--- src/rtl/alu_pipe_param.sv ---
// Two-stage pipelined ALU with valid/ready handshakes on both sides.
// A one-bit carry register (cr) chains multi-word ADDC/SUBB sequences.
module alu_pipe_param #(
  parameter int WIDTH = 12
) (
  input  logic             clk,
  input  logic             rst,
  input  logic             in_valid,
  output logic             in_ready,
  input  logic [2:0]       sel,
  input  logic [WIDTH-1:0] a,
  input  logic [WIDTH-1:0] b,
  output logic             out_valid,
  input  logic             out_ready,
  output logic [WIDTH-1:0] o,
  output logic             carry,
  output logic             zero,
  output logic             neg,
  output logic             ovf
);

  localparam int MSB = WIDTH - 1;

  typedef enum logic [2:0] {
    OP_AND  = 3'b000,
    OP_OR   = 3'b001,
    OP_XOR  = 3'b010,
    OP_ADD  = 3'b011,
    OP_SUB  = 3'b100,
    OP_ADDC = 3'b101,
    OP_SUBB = 3'b110,
    OP_CMP  = 3'b111
  } op_e;

  op_e op;
  assign op = op_e'(sel);

  logic             cr;
  logic             s1v;
  logic [WIDTH-1:0] s1_o;
  logic             s1_c, s1_z, s1_n, s1_v;

  logic s2_en, s1_en, accept;
  assign s2_en    = !out_valid || out_ready;
  assign s1_en    = !s1v || s2_en;
  assign in_ready = s1_en;
  assign accept   = in_valid && in_ready;

  logic             cin, bin, ld_cr;
  logic [WIDTH:0]   sum, diff;
  logic [WIDTH-1:0] r_o;
  logic             r_c, r_z, r_n, r_v;

  assign cin  = (op == OP_ADDC) && cr;
  assign bin  = (op == OP_SUBB) && cr;
  assign sum  = {1'b0, a} + {1'b0, b} + {{WIDTH{1'b0}}, cin};
  assign diff = {1'b0, a} - {1'b0, b} - {{WIDTH{1'b0}}, bin};

  // NOTE: every signal written here gets a default first, so no path leaves it unassigned and no latch is inferred.
  always_comb begin
    r_o   = '0;
    r_c   = 1'b0;
    r_v   = 1'b0;
    ld_cr = 1'b0;
    unique case (op)
      OP_AND: r_o = a & b;
      OP_OR:  r_o = a | b;
      OP_XOR: r_o = a ^ b;
      OP_ADD, OP_ADDC: begin
        r_o   = sum[MSB:0];
        r_c   = sum[WIDTH];
        r_v   = (a[MSB] == b[MSB]) && (sum[MSB] != a[MSB]);
        ld_cr = 1'b1;
      end
      OP_SUB, OP_SUBB: begin
        r_o   = diff[MSB:0];
        r_c   = diff[WIDTH];
        r_v   = (a[MSB] != b[MSB]) && (diff[MSB] != a[MSB]);
        ld_cr = 1'b1;
      end
      OP_CMP: begin
        r_o = a;
        r_c = diff[WIDTH];
        r_v = (a[MSB] != b[MSB]) && (diff[MSB] != a[MSB]);
      end
      default: r_o = '0;
    endcase
    r_z = (r_o == '0);
    r_n = r_o[MSB];
    // CMP reports the flags of the difference while passing A through.
    if (op == OP_CMP) begin
      r_z = (diff[MSB:0] == '0);
      r_n = diff[MSB];
    end
  end

  // NOTE: state uses non-blocking assignments so S2 captures the pre-edge S1 contents when both advance together.
  always_ff @(posedge clk) begin
    if (rst) begin
      // NOTE: data registers are reset too, because O and the flags must read zero after reset.
      cr        <= 1'b0;
      s1v       <= 1'b0;
      s1_o      <= '0;
      s1_c      <= 1'b0;
      s1_z      <= 1'b0;
      s1_n      <= 1'b0;
      s1_v      <= 1'b0;
      out_valid <= 1'b0;
      o         <= '0;
      carry     <= 1'b0;
      zero      <= 1'b0;
      neg       <= 1'b0;
      ovf       <= 1'b0;
    end else begin
      if (accept && ld_cr) cr <= r_c;
      if (s1_en) begin
        s1v <= accept;
        if (accept) begin
          s1_o <= r_o;
          s1_c <= r_c;
          s1_z <= r_z;
          s1_n <= r_n;
          s1_v <= r_v;
        end
      end
      if (s2_en) begin
        out_valid <= s1v;
        if (s1v) begin
          o     <= s1_o;
          carry <= s1_c;
          zero  <= s1_z;
          neg   <= s1_n;
          ovf   <= s1_v;
        end
      end
    end
  end

endmodule

--- config.mk ---
export PLATFORM = sky130hd
export DESIGN_NAME = alu_pipe_param
export DESIGN_NICKNAME = d
export VERILOG_FILES = /design/src/rtl/alu_pipe_param.sv
export SDC_FILE = /design/constraint.sdc
export NUM_CORES = 1
export LEC_CHECK = 0
export ABC_AREA = 1
export BUFFER_PORTS_ARGS = -buffer_cell sky130_fd_sc_hd__buf_2
export CAP_MARGIN = 20
export CELL_PAD_IN_SITES_DETAIL_PLACEMENT = 0
export CELL_PAD_IN_SITES_GLOBAL_PLACEMENT = 2
export CORE_ASPECT_RATIO = 0.5
export CORE_UTILIZATION = 31
export DETAILED_ROUTE_END_ITERATION = 8
export PLACE_DENSITY_LB_ADDON = 0.08
export SLEW_MARGIN = 20
export SYNTH_ARGS = -nofsm -noshare
export SYNTH_HDL_FRONTEND = slang
export SYNTH_SLANG_ARGS = --single-unit
--- constraint.sdc ---
create_clock -name clk -period 4.1 [get_ports clk]
set_input_delay 0.82 -clock clk [delete_from_list [all_inputs] [get_ports clk]]
set_output_delay 0.82 -clock clk [all_outputs]
set_load 0.02 [all_outputs]
* Word-level counts from Yosys, hierarchy flattened
Cells that the tools add are included.
** Cells by class
- Add/sub/neg operators :: 4
- Equality and inequality tests :: 11
- Mux-type cells :: 6
- Bitwise operators :: 3
- Reduce and logical (&&, ||, !) cells :: 19
** Operators with widths (count)
- 12-bit one-hot mux with 6 select lines :: 1
- 12-bit logical NOT :: 2
- 12-bit by 12-bit adder with 13-bit output :: 1
- 13-bit by 1-bit adder with 13-bit output :: 1
- 12-bit by 12-bit subtractor with 13-bit output :: 1
- 13-bit by 1-bit subtractor with 13-bit output :: 1
- 12-bit bitwise AND :: 1
- 3-bit equality test (second input constant) :: 4
- 12-bit bitwise OR :: 1
- 12-bit bitwise XOR :: 1
- 3-bit by 2-bit equality test with 1-bit output (second input constant) :: 2
- 1-bit logical AND :: 6
- 1-bit one-hot mux with 2 select lines :: 2
- 2-bit AND reduction :: 2
- 2-bit OR reduction :: 2
- 4-bit OR reduction :: 1
- 3-bit by 1-bit equality test with 1-bit output (second input constant) :: 1
- 3-bit logical NOT :: 1
- 1-bit two-way mux :: 3
- 1-bit != test :: 3
- 3-bit OR reduction :: 1
- 1-bit logical NOT :: 2
- 1-bit logical OR :: 2
- 1-bit equality test :: 1
** Storage, ports and cells
- Register bits after elaboration :: 35
- Bits of input ports :: 31
- Output and inout bits :: 18
- Word-level logic and storage cells :: 56

* Depth between registers and ports, before layout
- Word-level depth :: 6
- Gate-level depth with buffers :: 23
- Gate-level depth less buffers :: 22

* Least setup slack after synthesis
Ideal clock, no wire load.
- Kind :: input -> register
- Start point :: input sel[2]
- End point :: register s1_z
- Library setup time :: 70 ps
- Data arrival time :: 3111 ps
- Data required time :: 4030 ps
- Slack :: 919 ps
- Stages :: 19
- Buffers on the path :: 1
- Cell sequence :: inv_2 > nor2_1 > buf_2 > nand3_1 > fa_1 > fa_1 > inv_1 > nand2_1 > nand2_1 > nand2_1 > nand2_1 > nand3b_1 > nand3_1 > nand3_1 > nor2_1 > nand2_1 > nor2_1 > nand3_1 > a21oi_1
** Between the ends
- Cells in the longest elaborated chain, start to end :: 6
- Elaborated cells on any way between the ends :: 18
- Those cells by class :: 2 x add/sub; 7 x eq/ne; 2 x mux; 7 x reduce/logical
** RTL lines
- start: declaration :: line 10 : input logic [2:0] sel,
- 3-bit equality test, on equally long branches :: line 55, 65, 54
- 1-bit logical AND, on equally long branches :: line 55, 54
- 13-bit by 1-bit subtractor with 13-bit output / 13-bit by 1-bit adder with 13-bit output (equally long branches) :: line 57, 56
- 12-bit one-hot mux with 6 select lines :: line 65 : unique case (op)
- 12-bit logical NOT :: line 88 : r_z = (r_o == '0);
- 1-bit two-way mux * :: line 91 : if (op == OP_CMP) begin
- end signal: assignment :: line 121 : s1_z <= r_z;
- end: declaration :: line 41 : logic s1_c, s1_z, s1_n, s1_v;
Mark *: on every way between the ends. The rest lies on a longest branch, timed or not.
A chain may end at the register's enable or synchronous reset.

* Worst setup path in the final report
Same ends and word-level chain as after synthesis.

==> reports/qor.yml <==
die_area_um2: 12600
initial_core_util: 0.319
netlist_area_um2: 3760
hold_depth: 2
io_buffers: 48
route.detailed.drc: 0
grt_usage: 0.200
antenna_left: 0
clock.fmax_mhz: 293
synth_top_area_frac: 0.186
timing_worst_setup_path_type: "primary input to register"
cts_buffers: 5
viasPerCell: 4.67
worst_slew_pin_slew_ps: 725
gr-total-overflow: 0
clock-sinks: 35
min_path_type: "register to register"
hold_path_startpoint: "s1_c"
layout_setup_ws_ps: 684
cp_slowest_cell: "fa_1"
finalWeightedCongestion: 0.875
synth_area_per_cell_um2: 5.98
maxCapViolCount: 0
crit_fanout: 7
crit_family: "simple AND/OR/NAND/NOR gates"
max_stage_delay_ps: 460
seq_area_um2: 701
grt_max_degree: 31
vias: 3912
slew_viol_final: 0
clock_skew_ps: 4.42
rsz0062_at_grt: "no"
worstPathCellList: "buf_2 -> inv_2 -> nor2_1 -> nand3_1 -> fa_1 -> fa_1 -> inv_1 -> nand2_1 -> nand2_1 -> nand2_1 -> nand2_1 -> nand3b_1 -> nand3_1 -> nand3_1 -> nor2_1 -> nand2_1 -> nor2_1 -> nand3_1 -> a21oi_1"
final_common_cell: "nand2_1"
htreeDepth: 2
hold_viol_final: 0
required_ps: 4310
cts_resized: 0
cts.path.max_buffers: 2
powerDensity_nw_per_um2: 292
die_x_um: 158
crit_top_cell: "nand2_1"
routed_wl_um: 12100
p_leak_nw: 2.35
dieHeight_um: 79.9
root_buffer: "clkbuf_16"
synth_largest_area_cell: "dfxtp_1"
r2r_slack_ps: 1280
postCtsHoldBufs: 0
dp.cells: 832
startpoint: "sel[2]"
finalCritPeriodShare: 0.833
drtIter0Drc: 270
start_kind: "primary input"
dp_slack_ps: 448
drive_gt1_frac: 0.113
multi_input_area_um2: 2580
clkTransAtPathRegs_ps: 50
r2r-end: "s1_z"
cts_setup_buffers: 0
place_hpwl_um: 9940
io_pins: 49
rr_startpoint: "cr"
fin_util: 0.362
crit_arrival_ps: 3620
mostFrequentLayoutCells: "nand2_1, inv_1, nor2_1"
tritoncts: "built"
syn_inst: 630
ys_top_cells_by_area: "dfxtp_1, nand2_1, ha_1"
finalSetupTns_ps: 0
ys_ff_latch: 35
synth_seq_area_share: 0.186
largestRegisters: "o (12), s1_o (12)"
outcome: "finished clean"
hold_slack_ps: 457
power_mw: 1.25
finalNonFillerCells: 838
nFillCells: 1387
drt-wirelength-per-cell_um: 14.4
rows: 28
diodes: 0
syn-num-nets: 711
design_area_um2: 4280
relSlewSlack: 0.516
final.min_clock_period_ps: 3420
area_growth_syn_to_layout_pct: 13.6
clock_latency_ps: 270
min_delay_worst_endpoint: "carry"
grt_antenna_before_repair: 0
finalNetCount: 755
peakVddDrop_v: 0.000172
cp_num_buf_inv: 3
yosys_warnings: 0
drtPass1Iterations: 4
grt_pass1_wl_um: 18900
end_kind: "register"
finalSetupViolCount: 0
rr_worst_depth: 16
core_area_um2: 11800
place_area_um2: 4150
synth_cell_types: 31
grt_pass1_vias: 3453
power breakdown:
| group | total, mW | switching (mW) | leakage (nW) | internal, mW |
|---|---|---|---|---|
| Sequential | 0.381 | 0.0124 | 0.289 | 0.369 |
| Clock | 0.339 | 0.121 | 0.0628 | 0.218 |
| Combinational | 0.527 | 0.355 | 2.00 | 0.172 |
| Total | 1.25 | 0.489 | 2.35 | 0.759 |
area by class of cell:
class,instances,area share
clock buffer,6,0.0301
sequential,35,0.164
multi-input combinational,475,0.603
tap,165,0.0483
timing repair buffer,51,0.0614
inverter,106,0.0930
Yosys cell counts:
library cell	n
nand4_1	10
a211oi_1	2
nor3_1	1
o22ai_1	6
or2_1	2
nand2_1	166
xor2_1	2
o21ai_2	1
dfxtp_1	35
nand3_2	4
fa_1	4
o21ai_0	40
o21ai_1	3
inv_1	100
ha_1	46
nor2_1	76
nor2_2	1
a31oi_1	2
a21oi_1	36
nand2_2	4
clkbuf_1	8
inv_2	5
a21boi_0	1
or2_2	4
a22o_1	1
clkinv_1	1
nand3b_1	7
buf_6	4
buf_2	2
nand3_1	55
nor3_2	1
how the worst max path moves through the flow:
stage,to,cells after the start,slack (ps)
floorplan,s1_z,19,920
global placement,s1_z,19,490
detailed placement,s1_z,19,450
CTS,s1_z,19,720
global route,s1_z,19,440
finish,s1_z,19,680
cell families (layout without fill, tap and decap cells):
| group | Yosys count | after routing | synth area share |
|---|---|---|---|
| buffers and inverters | 120 | 163 | 0.128 |
| xor gates and xnor gates | 2 | 2 | 0.00465 |
| AOI/OAI and AO/OA | 92 | 92 | 0.129 |
| DFF | 35 | 35 | 0.186 |
| and+or+nand+nor | 331 | 331 | 0.378 |
| adders and majority gates | 50 | 50 | 0.174 |
worst reg2reg max path, cell delays in order (launching register included):
cell      delay (ps)
dfxtp_1          370
nand3_1          170
fa_1             460
fa_1             460
inv_1             80
nand2_1           60
nand2_1           80
nand2_1           70
nand2_1           80
nand3b_1         110
nand3_1          100
nand3_1           80
nor2_1           240
nand2_1           90
nor2_1           110
nand3_1           70
a21oi_1          130
routing by layer:
layer | up-vias | GRT usage | share of wire
li1 | 2085 | - | -
met1 | 1757 | 0.316 | 0.56
met2 | 65 | 0.286 | 0.39
met3 | 5 | 0.0152 | 0.051
met4 | 0 | 0.0379 | 0.0058
met5 | - | 0 | 0
(Power assumes the default switching activity.)
